## src/rtl/tempo_pkg.sv

```systemverilog
// Shared constants and saturating step arithmetic for the tempo controller.
// Latency: n/a (package only).
// Backpressure: n/a.
package tempo_pkg;

    // Default timing at a 25 MHz clock: 10 ms debounce, 0.5 s repeat delay, 100 ms repeat rate.
    localparam int DEBOUNCE_CYC_DEF     = 250000;
    localparam int REPEAT_DELAY_CYC_DEF = 12500000;
    localparam int REPEAT_RATE_CYC_DEF  = 2500000;

    localparam logic [7:0] BPM_MIN     = 8'd30;
    localparam logic [7:0] BPM_MAX     = 8'd240;
    localparam logic [7:0] BPM_INIT    = 8'd60;
    localparam logic [7:0] STEP_FINE   = 8'd1;
    localparam logic [7:0] STEP_COARSE = 8'd10;

    // Button index, listed in arbitration priority order (highest first).
    typedef enum logic [1:0] {
        BTN_LEFT  = 2'd0,
        BTN_RIGHT = 2'd1,
        BTN_DOWN  = 2'd2,
        BTN_UP    = 2'd3
    } btn_e;

    // Step cur by +/-step in 9 bits; a borrow or an out-of-range result clamps.
    function automatic logic [7:0] sat_step(input logic [7:0] cur,
                                            input logic [7:0] step,
                                            input logic       dec);
        logic [8:0] sum;
        logic [7:0] res;
        if (dec) begin
            sum = {1'b0, cur} - {1'b0, step};
            res = (sum[8] || (sum[7:0] < BPM_MIN)) ? BPM_MIN : sum[7:0];
        end else begin
            sum = {1'b0, cur} + {1'b0, step};
            res = (sum > {1'b0, BPM_MAX}) ? BPM_MAX : sum[7:0];
        end
        return res;
    endfunction

endpackage

```

## src/rtl/tempo_ctrl_if.sv

```systemverilog
// Front-panel bundle: four raw buttons in, current tempo and change strobe out.
// Latency: n/a (wires only).
// Backpressure: none; speed is a level, speed_upd a one-cycle strobe.
interface tempo_ctrl_if;
    logic       left;
    logic       right;
    logic       down;
    logic       up;
    logic [7:0] speed;
    logic       speed_upd;

    // master: the panel/test side driving buttons
    modport master (output left, right, down, up, input speed, speed_upd);
    // slave: the tempo controller
    modport slave  (input left, right, down, up, output speed, speed_upd);
endinterface

```

## src/rtl/btn_cond.sv

```systemverilog
// One button: 2-FF sync, counter debounce, press one-shot and auto-repeat -> evt pulse.
// Latency: raw edge to evt = 2 + DEBOUNCE_CYC cycles; repeats at +REPEAT_DELAY_CYC, then every REPEAT_RATE_CYC.
// Backpressure: none; evt is a single-cycle pulse and is lost if not consumed.
// Ports: clk, rst (sync, active-high), raw (asynchronous button), evt (registered pulse).
module btn_cond #(
    parameter int DEBOUNCE_CYC     = 4,
    parameter int REPEAT_DELAY_CYC = 20,
    parameter int REPEAT_RATE_CYC  = 5
) (
    input  logic clk,
    input  logic rst,
    input  logic raw,
    output logic evt
);
    localparam int DW   = (DEBOUNCE_CYC > 1) ? $clog2(DEBOUNCE_CYC) : 1;
    localparam int RMAX = (REPEAT_DELAY_CYC > REPEAT_RATE_CYC) ? REPEAT_DELAY_CYC : REPEAT_RATE_CYC;
    localparam int RW   = (RMAX > 1) ? $clog2(RMAX) : 1;

    localparam logic [DW-1:0] DB_LAST    = DW'(DEBOUNCE_CYC - 1);
    localparam logic [RW-1:0] RPT_FIRST  = RW'(REPEAT_DELAY_CYC - 1);
    localparam logic [RW-1:0] RPT_NEXT   = RW'(REPEAT_RATE_CYC - 1);

    logic          sync1;
    logic          sync2;
    logic          deb;
    logic [DW-1:0] cnt;
    logic [RW-1:0] rpt;
    logic          first;
    logic [1:0]    warm;
    logic          armed;
    logic          flip;

    assign flip = (sync2 != deb) && (cnt == DB_LAST);

    always_ff @(posedge clk) begin
        if (rst) begin
            sync1 <= 1'b0;
            sync2 <= 1'b0;
            deb   <= 1'b0;
            cnt   <= '0;
            rpt   <= '0;
            first <= 1'b1;
            warm  <= 2'b00;
            armed <= 1'b0;
            evt   <= 1'b0;
        end else begin
            sync1 <= raw;
            sync2 <= sync1;
            warm  <= {warm[0], 1'b1};
            evt   <= 1'b0;

            // A button held through reset must be seen released before it can
            // fire again; warm waits until sync2 carries a real post-reset sample.
            if (!armed && warm[1] && !sync2 && !deb) begin
                armed <= 1'b1;
            end

            if (sync2 == deb) begin
                cnt <= '0;
            end else if (!flip) begin
                cnt <= cnt + DW'(1);
            end else begin
                cnt <= '0;
            end

            if (flip) begin
                deb   <= sync2;
                rpt   <= '0;
                first <= 1'b1;
                evt   <= sync2 & armed;
            end else if (deb) begin
                if (first ? (rpt == RPT_FIRST) : (rpt == RPT_NEXT)) begin
                    evt   <= armed;
                    rpt   <= '0;
                    first <= 1'b0;
                end else begin
                    rpt <= rpt + RW'(1);
                end
            end
        end
    end

endmodule

```

## src/rtl/tempo_ctrl.sv

```systemverilog
// Tempo controller: four conditioned buttons, fixed-priority arbiter, saturating BPM register.
// Latency: button event to speed/speed_upd is one clock.
// Backpressure: none; simultaneous lower-priority events are dropped.
// Ports: clk, rst (sync, active-high), bus (slave: left/right/down/up in, speed/speed_upd out).
module tempo_ctrl
    import tempo_pkg::*;
#(
    parameter int DEBOUNCE_CYC     = DEBOUNCE_CYC_DEF,
    parameter int REPEAT_DELAY_CYC = REPEAT_DELAY_CYC_DEF,
    parameter int REPEAT_RATE_CYC  = REPEAT_RATE_CYC_DEF
) (
    input  logic         clk,
    input  logic         rst,
    tempo_ctrl_if.slave  bus
);
    logic [3:0] evt;
    logic [3:0] raw;
    logic [7:0] speed;
    logic       speed_upd;
    logic       step_vld;
    logic       step_dec;
    logic [7:0] step;
    logic [7:0] speed_nxt;

    assign raw[BTN_LEFT]  = bus.left;
    assign raw[BTN_RIGHT] = bus.right;
    assign raw[BTN_DOWN]  = bus.down;
    assign raw[BTN_UP]    = bus.up;

    for (genvar i = 0; i < 4; i++) begin : g_btn
        btn_cond #(
            .DEBOUNCE_CYC     (DEBOUNCE_CYC),
            .REPEAT_DELAY_CYC (REPEAT_DELAY_CYC),
            .REPEAT_RATE_CYC  (REPEAT_RATE_CYC)
        ) u_btn (
            .clk (clk),
            .rst (rst),
            .raw (raw[i]),
            .evt (evt[i])
        );
    end

    // Fixed priority: left > right > down > up.
    always_comb begin
        step_vld = 1'b1;
        step_dec = 1'b0;
        step     = STEP_FINE;
        if (evt[BTN_LEFT]) begin
            step_dec = 1'b1;
        end else if (evt[BTN_RIGHT]) begin
            step_dec = 1'b0;
        end else if (evt[BTN_DOWN]) begin
            step_dec = 1'b1;
            step     = STEP_COARSE;
        end else if (evt[BTN_UP]) begin
            step     = STEP_COARSE;
        end else begin
            step_vld = 1'b0;
        end
        speed_nxt = sat_step(speed, step, step_dec);
    end

    always_ff @(posedge clk) begin
        if (rst) begin
            speed     <= BPM_INIT;
            speed_upd <= 1'b0;
        end else begin
            speed_upd <= 1'b0;
            if (step_vld) begin
                speed     <= speed_nxt;
                speed_upd <= (speed_nxt != speed);
            end
        end
    end

    assign bus.speed     = speed;
    assign bus.speed_upd = speed_upd;

endmodule

```

## src/flat_wrapper.sv

```systemverilog
// flat-port wrapper written by rule: the top's interface ports become plain ports
module tempo_ctrl_flat import tempo_pkg::*;
#(
    parameter int DEBOUNCE_CYC     = DEBOUNCE_CYC_DEF,
    parameter int REPEAT_DELAY_CYC = REPEAT_DELAY_CYC_DEF,
    parameter int REPEAT_RATE_CYC  = REPEAT_RATE_CYC_DEF
)
  (clk, rst, bus_left, bus_right, bus_down, bus_up, bus_speed, bus_speed_upd);
  tempo_ctrl_if bus_i ();
  input  logic clk;
  input  logic rst;
  input wire logic [$bits(bus_i.left)-1:0] bus_left;
  input wire logic [$bits(bus_i.right)-1:0] bus_right;
  input wire logic [$bits(bus_i.down)-1:0] bus_down;
  input wire logic [$bits(bus_i.up)-1:0] bus_up;
  output wire logic [$bits(bus_i.speed)-1:0] bus_speed;
  output wire logic [$bits(bus_i.speed_upd)-1:0] bus_speed_upd;
  assign bus_i.left = bus_left;
  assign bus_i.right = bus_right;
  assign bus_i.down = bus_down;
  assign bus_i.up = bus_up;
  assign bus_speed = bus_i.speed;
  assign bus_speed_upd = bus_i.speed_upd;
  tempo_ctrl #(.DEBOUNCE_CYC(DEBOUNCE_CYC), .REPEAT_DELAY_CYC(REPEAT_DELAY_CYC), .REPEAT_RATE_CYC(REPEAT_RATE_CYC)) u_core (.clk(clk), .rst(rst), .bus(bus_i));
endmodule
```

## config.mk

```make
export PLATFORM = sky130hd
export DESIGN_NAME = tempo_ctrl_flat
export DESIGN_NICKNAME = d
export VERILOG_FILES = /design/src/rtl/tempo_pkg.sv /design/src/rtl/tempo_ctrl_if.sv /design/src/rtl/btn_cond.sv /design/src/rtl/tempo_ctrl.sv /design/src/flat_wrapper.sv
export SDC_FILE = /design/constraint.sdc
export NUM_CORES = 1
export LEC_CHECK = 0
export ABC_CLOCK_PERIOD_IN_PS = 5400
export CAP_MARGIN = 10
export CORE_AREA = 4 4 131 133
export CTS_CLUSTER_SIZE = 20
export DETAILED_ROUTE_END_ITERATION = 16
export DIE_AREA = 0 0 135 137
export PLACE_DENSITY = 0.74
export SLEW_MARGIN = 10
export SYNTH_ARGS = -nofsm -noshare
export SYNTH_HDL_FRONTEND = slang
export SYNTH_SLANG_ARGS = --single-unit
export TNS_END_PERCENT = 100
```

## constraint.sdc

```tcl
create_clock -name clk -period 5.4 [get_ports clk]
set_input_delay 0.81 -clock clk [delete_from_list [all_inputs] [get_ports clk]]
set_output_delay 0.81 -clock clk [all_outputs]
set_load 0.03 [all_outputs]
```

==> run_results.csv, run 1 <==
group,metric,value,unit
final_layout,final_cell_mix,"nor2_1 (229), dfxtp_1 (203), nand2_1 (98), xor2_1 (98), nand3_1 (70)",
timing,setup_viol,0,
final_layout,nNetsFinal,1165,
detailed_routing,ant_nets,0,
detailed_routing,drc,0,
run_status,outcome,"finished clean",
synthesis,syn_nets,1160,
floorplanning,num_rows,46,
cts,cts_sinks,203,
floorplanning,core,15800,um2
floorplanning,chipWidth,135,um
final_layout,syn2layout_area_growth,11.3,%
cts,cts_buffers,22,
cts,cts.clk_slew.worst_paths,0.06,ns
synthesis,syn_area,9490,um2
placement,portBuffers,14,
final_layout,nFillCells,1344,
final_layout,top_register,"u_core.g_btn.u_btn.rpt",
floorplanning,start_util,59.9,%
setup_path,cp.arrival,4.24,ns
timing,setup_tns,0,ns
detailed_routing,viasPerCell,5.58,
synthesis,synth_cell_types,59,
detailed_routing,wl,18500,um
timing,period_minus_slack,3.86,ns
cts,postCtsSetupBuffers,0,
cts,h-tree-depth,1,
synthesis,ys_seq_elements,203,
cts,clkLatencyLatePin,0.50,ns
detailed_routing,drtIter0Drc,466,
detailed_routing,avgRoutedWirePerCell,13.5,um
global_routing,grt_pass1_vias,7266,
floorplanning,ioPinCount,15,
timing,tightest_slew,0.865,ns
global_routing,grt_max_degree,24,
synthesis,synthArstFlopShare,0,%
timing,finalWorstSetupSlack,1.54,ns
setup_path,slowest_delay,0.56,ns
synthesis,syn_inst,1137,
power,vdd_drop_max,0.263,mV
cts,cts_tree,"built",
timing,slew_viol_final,0,
placement,dp_slack,1.58,ns
synthesis,synth_top_area_share,42.8,%
synthesis,yosys_warnings,0,
setup_path,crit_path_cell_trace,"nor2_1, o21ai_0, buf_4, ha_1, inv_1, fa_1, o21a_1, or3_1, a2111oi_0, o31ai_2, mux2i_1, a221o_1, a211oi_1, a311oi_1",
setup_path,crit_path_top_delay_cell,"a2111oi_0",
final_layout,largestRegisters,"u_core.g_btn.u_btn.rpt (96), u_core.g_btn.u_btn.cnt (72), u_core.bus.speed (8)",
synthesis,synth_edf_count,0,
placement,place_hpwl,12400,um
power,leakage,3.67,nW
global_routing,grt.overflow.total,0,
global_routing,antenna_found_initial,0,
synthesis,avgSynthCellArea,8.34,um2
final_layout,largest_register_ffs,96,
global_routing,grt_usage,20.4,%
timing,fin_worst_skew,0.0271,ns
final_layout,diodes,0,
synthesis,synth_top_flop_cell,"dfxtp_1",
timing,grt_setup_unrepaired,"no",
timing,final.period_utilization,71.6,%
final_layout,layout_commonest_cell,"nor2_1",
cts,cts_buffer_depth,3,
setup_path,startpoint_type,"flip-flop",
floorplanning,die-area,18500,um2
final_layout,postLayoutCoreUtil,66.7,%
setup_path,cp.required,5.77,ns
setup_path,worstSetupEndpointType,"flip-flop",
run,drv_cap,0,
cts,hold_buffers,0,
timing,hold_slack,0.443,ns
cts,post_cts_resized,0,
synthesis,synth-seq-area-share,42.8,%
synthesis,yosysTopAreaCell,"dfxtp_1",
cts,cts_root_buffer,"clkbuf_16",
min_path,hold_path.class,"reg2reg",
placement,gp_congestion,0.885,
detailed_routing,dr.pass1.iters,7,
timing,hold_violations,0,
detailed_routing,vias,7657,
power,p_per_area,298,nW/um2
floorplanning,die_h,137,um
setup_path,path_max_fanout,9,
setup_path,critical_path_class,"reg2reg",
global_routing,grt_pass1_wl,32500,um
final_layout,drive_gt1_share,4.15,%
timing,relSlewSlack,41.8,%
timing,clock.fmax,0.259,GHz
synthesis,synth_area_leaders,"dfxtp_1 (43%), nor2_1 (9.1%), xor2_1 (9.0%)",
## per-layer routing
layer	up-vias	part of all wire (%)	track usage, %	routed length [um]
li1	3914	-	-	-
met1	3569	48	27.5	8900
met2	148	46	34.6	8490
met3	26	4.4	3.75	815
met4	0	1.6	4.31	305
met5	-	0	0	0
## path summary, 6_finish.rpt
kind | startpoint | to | slack, ns | depth (start not counted)
max reg2reg | u_core.g_btn[0].u_btn.evt$_SDFF_PP0_ | u_core.bus.speed_upd$_SDFF_PP0_ | 1.54 | 14
min | u_core.g_btn[1].u_btn.cnt[0]$_SDFF_PP0_ | u_core.g_btn[1].u_btn.cnt[0]$_SDFF_PP0_ | 0.44 | 1
max | u_core.g_btn[0].u_btn.evt$_SDFF_PP0_ | u_core.bus.speed_upd$_SDFF_PP0_ | 1.54 | 14
min reg2reg | u_core.g_btn[1].u_btn.cnt[0]$_SDFF_PP0_ | u_core.g_btn[1].u_btn.cnt[0]$_SDFF_PP0_ | 0.44 | 1
## report_power, final
group          switching (W)  internal, W  total [W]
logic              0.0000242   0.00000943  0.0000337
clock network       0.000588      0.00101    0.00160
registers         0.00000396      0.00150    0.00151
total               0.000616      0.00253    0.00314
## kinds of logic after synthesis
group	synth area share, %
muxes	0.541
buffers and inverters	2.68
adders and majority gates	2.40
and+or+nand+nor	30.7
xor gates and xnor gates	14.5
DFF	42.8
AOI/OAI and AO/OA	6.36
## worst max-delay path: cells and delay by family, from the launching register on
kind	cells	cell delay, ns
compound gates	7	1.85
flops	1	0.39
simple gates	2	0.41
mux	1	0.17
fa+ha+maj	2	0.66
buf+inv	2	0.25
## final cells by class
cell class	instances	area (um2)	area share [%]
timing repair buffer	17	163	1.54
tap	216	270	2.56
clock inverter	7	114	1.08
multi-input combinational	871	5170	48.9
clock buffer	32	679	6.43
sequential	203	4060	38.5
inverter	27	101	0.960
## synth_stat cells (5+ instances only)
cell      count
a31oi_1       5
clkbuf_1     26
nand4_1      42
dfxtp_1     203
ha_1         15
or3_1        15
nor2_1      229
and3_1       38
buf_1         6
and4_1        8
xnor2_1      59
inv_1        27
o21ai_0      18
nor4_1       21
xor2_1       98
nand2b_1      9
nand4b_1      5
nor4b_1      11
nand2_1      98
nor3_1       18
a21oi_1      28
nand3_1      70
nor2b_1      16
and2_1        5
## through the flow
step / instance area, um2 / total power, W / instances
after floorplan: 9490 / 0.00156 / 1137
after global placement: 9770 / 0.00158 / 1334
after detailed placement: 9770 / 0.00158 / 1334
after CTS: 10600 / 0.00318 / 1373
after global routing: 10600 / 0.00325 / 1373
final: 10600 / 0.00314 / 1373
Note: power is estimated with default switching activity, not from simulation.
==> run 2: changes to the inputs <==
--- a/config.mk
+++ b/config.mk
@@ -5,7 +5,7 @@
 export SDC_FILE = /design/constraint.sdc
 export NUM_CORES = 1
 export LEC_CHECK = 0
-export ABC_CLOCK_PERIOD_IN_PS = 5400
+export ABC_CLOCK_PERIOD_IN_PS = 3750
 export CAP_MARGIN = 10
 export CORE_AREA = 4 4 131 133
 export CTS_CLUSTER_SIZE = 20
==> constraint.sdc (replaced) <==
create_clock -name clk -period 3.75 [get_ports clk]
set_input_delay 0.5625 -clock clk [delete_from_list [all_inputs] [get_ports clk]]
set_output_delay 0.5625 -clock clk [all_outputs]
set_load 0.03 [all_outputs]
==> run_results.csv, run 2 (synthesis results as in run 1) <==
group,metric,value,unit
final_layout,postLayoutCellArea,10500,um2
final_layout,diodes,0,
floorplanning,start_util,59.9,%
power,leakage,3.65,nW
final_layout,fin_cells,1381,
final_layout,syn2layout_area_growth,10.9,%
final_layout,largestRegisters,"u_core.g_btn.u_btn.rpt (96), u_core.g_btn.u_btn.cnt (72), u_core.bus.speed (8)",
cts,clkLatencyLatePin,0.49,ns
timing,hold_violations,0,
floorplanning,chipWidth,135,um
floorplanning,die_h,137,um
setup_path,startpoint_type,"flip-flop",
global_routing,grt_pass1_wl,32000,um
placement,gp_congestion,0.880,
placement,dpl_cell_area,9830,um2
setup_path,ff2ff_path_depth,13,
timing,slew_viol_final,0,
placement,dp.cells,1342,
detailed_routing,avgRoutedWirePerCell,13.1,um
placement,place_hpwl,12200,um
final_layout,largest_register_ffs,96,
timing,setup_viol,0,
detailed_routing,dr.pass1.iters,7,
setup_path,path_max_fanout,4,
timing,period_minus_slack,3.63,ns
final_layout,postLayoutCoreUtil,66.4,%
global_routing,antenna_found_initial,0,
cts,cts_buffers,22,
detailed_routing,drtIter0Drc,390,
cts,postCtsSetupBuffers,0,
final_layout,nNetsFinal,1173,
setup_path,crit_path_top_delay_cell,"a2111oi_0",
global_routing,grt.overflow.total,0,
setup_path,cpLargestDelayFamily,"compound AO/OA/AOI/OAI gates",
setup_path,cp.required,4.10,ns
power,vdd_drop_max,0.356,mV
min_path,whs_path_depth,1,
detailed_routing,ant_nets,0,
floorplanning,ioPinCount,15,
detailed_routing,vias,7577,
setup_path,worstSetupEndpointType,"flip-flop",
global_routing,met3_usage,3.01,%
setup_path,cp_num_buf_inv,1,
cts,h-tree-depth,1,
setup_path,cp.arrival,3.98,ns
setup_path,cp_num_cells,13,
global_routing,gr-usage-met2,33.6,%
final_layout,layout_commonest_cell,"nor2_1",
floorplanning,die-area,18500,um2
global_routing,met1_usage,27.4,%
global_routing,grt_usage,20.0,%
detailed_routing,viasPerCell,5.49,
cts,cts_root_buffer,"clkbuf_16",
cts,cts_tree,"built",
final_layout,top_register,"u_core.g_btn.u_btn.rpt",
global_routing,grt.busiest_layer,"met2",
global_routing,grt_pass1_vias,7150,
timing,tightest_slew,0.815,ns
timing,relSlewSlack,45.2,%
run,drv_cap,0,
cts,cts_buffer_depth,3,
setup_path,critical_path_class,"reg2reg",
timing,grt_setup_unrepaired,"no",
final_layout,drive_gt1_share,4.12,%
setup_path,slowest_delay,0.61,ns
detailed_routing,wl,18100,um
setup_path,crit_path_cell_trace,"nor2_1, o21ai_1, ha_1, inv_1, fa_1, o21a_1, or3_1, a2111oi_0, o31ai_2, mux2i_1, a221o_1, a211oi_1, a311oi_1",
timing,hold_slack,0.437,ns
timing,fin_worst_skew,0.00674,ns
min_path,hold_path.class,"reg2reg",
floorplanning,core,15800,um2
power,p_per_area,404,nW/um2
detailed_routing,drc,0,
timing,final.period_utilization,96.8,%
run_status,outcome,"finished clean",
cts,cts_sinks,203,
timing,setup_tns,0,ns
timing,clock.fmax,0.275,GHz
global_routing,grt_max_degree,35,
floorplanning,num_rows,46,
placement,portBuffers,14,
cts,cts.clk_slew.worst_paths,0.06,ns
final_layout,final_cell_mix,"nor2_1 (229), dfxtp_1 (203), nand2_1 (98), xor2_1 (98), nand3_1 (70)",
-- run 2: changes by cell type in the layout (fill, tap and decap cells not counted) --
cell and change:
clkinv_2 -3, inv_6 -1, bufinv_16 -3, buf_4 +8
o21ai_1 +2, clkbuf_8 -2, clkbuf_1 +8, o21ai_0 -2
clkinvlp_4 +1
-- run 2: cell type report --
cell class	instances	area [um2]
clock buffer	38	682
clock inverter	1	7.51
fill	1313	5310
inverter	27	101
multi-input combinational	871	5170
sequential	203	4060
tap	216	270
timing repair buffer	25	223
-- run 2: worst paths after layout --
path / to / start / slack (ns)
max reg2reg: u_core.bus.speed_upd$_SDFF_PP0_ / u_core.g_btn[0].u_btn.evt$_SDFF_PP0_ / 0.12
min reg2reg: u_core.g_btn[2].u_btn.warm[1]$_SDFF_PP0_ / u_core.g_btn[3].u_btn.warm[0]$_DFF_P_ / 0.44
min: u_core.g_btn[2].u_btn.warm[1]$_SDFF_PP0_ / u_core.g_btn[3].u_btn.warm[0]$_DFF_P_ / 0.44
max: u_core.bus.speed_upd$_SDFF_PP0_ / u_core.g_btn[0].u_btn.evt$_SDFF_PP0_ / 0.12
-- run 2: report_power, final --
| group | switching [W] | leakage (nW) | total [W] | internal (W) |
|---|---|---|---|---|
| clock network | 0.000802 | 0.331 | 0.00203 | 0.00123 |
| registers | 0.00000604 | 1.64 | 0.00217 | 0.00217 |
| logic | 0.0000342 | 1.68 | 0.0000485 | 0.0000143 |
| total | 0.000842 | 3.65 | 0.00425 | 0.00341 |
-- run 2: per-layer routing --
metal	share of wire (%)	vias to the layer above
met3	3.9	30
met1	48	3490
met5	0	-
li1	-	3933
met2	46	124
met4	1.6	0
-- run 2: metrics by stage --
step / setup WS (ns) / power [W]
after floorplan: 0.137 / 0.00225
after global placement: 0.293 / 0.00227
after detailed placement: 0.182 / 0.00227
after CTS: 0.118 / 0.00430
after global routing: 0.00190 / 0.00439
final: 0.120 / 0.00425
-- run 2: repair_timing --
item,CTS,global route
endpoints found under the setup margin,0,1
hold endpoints to repair,0,0
resized for setup,0,1
hold buffers,0,0
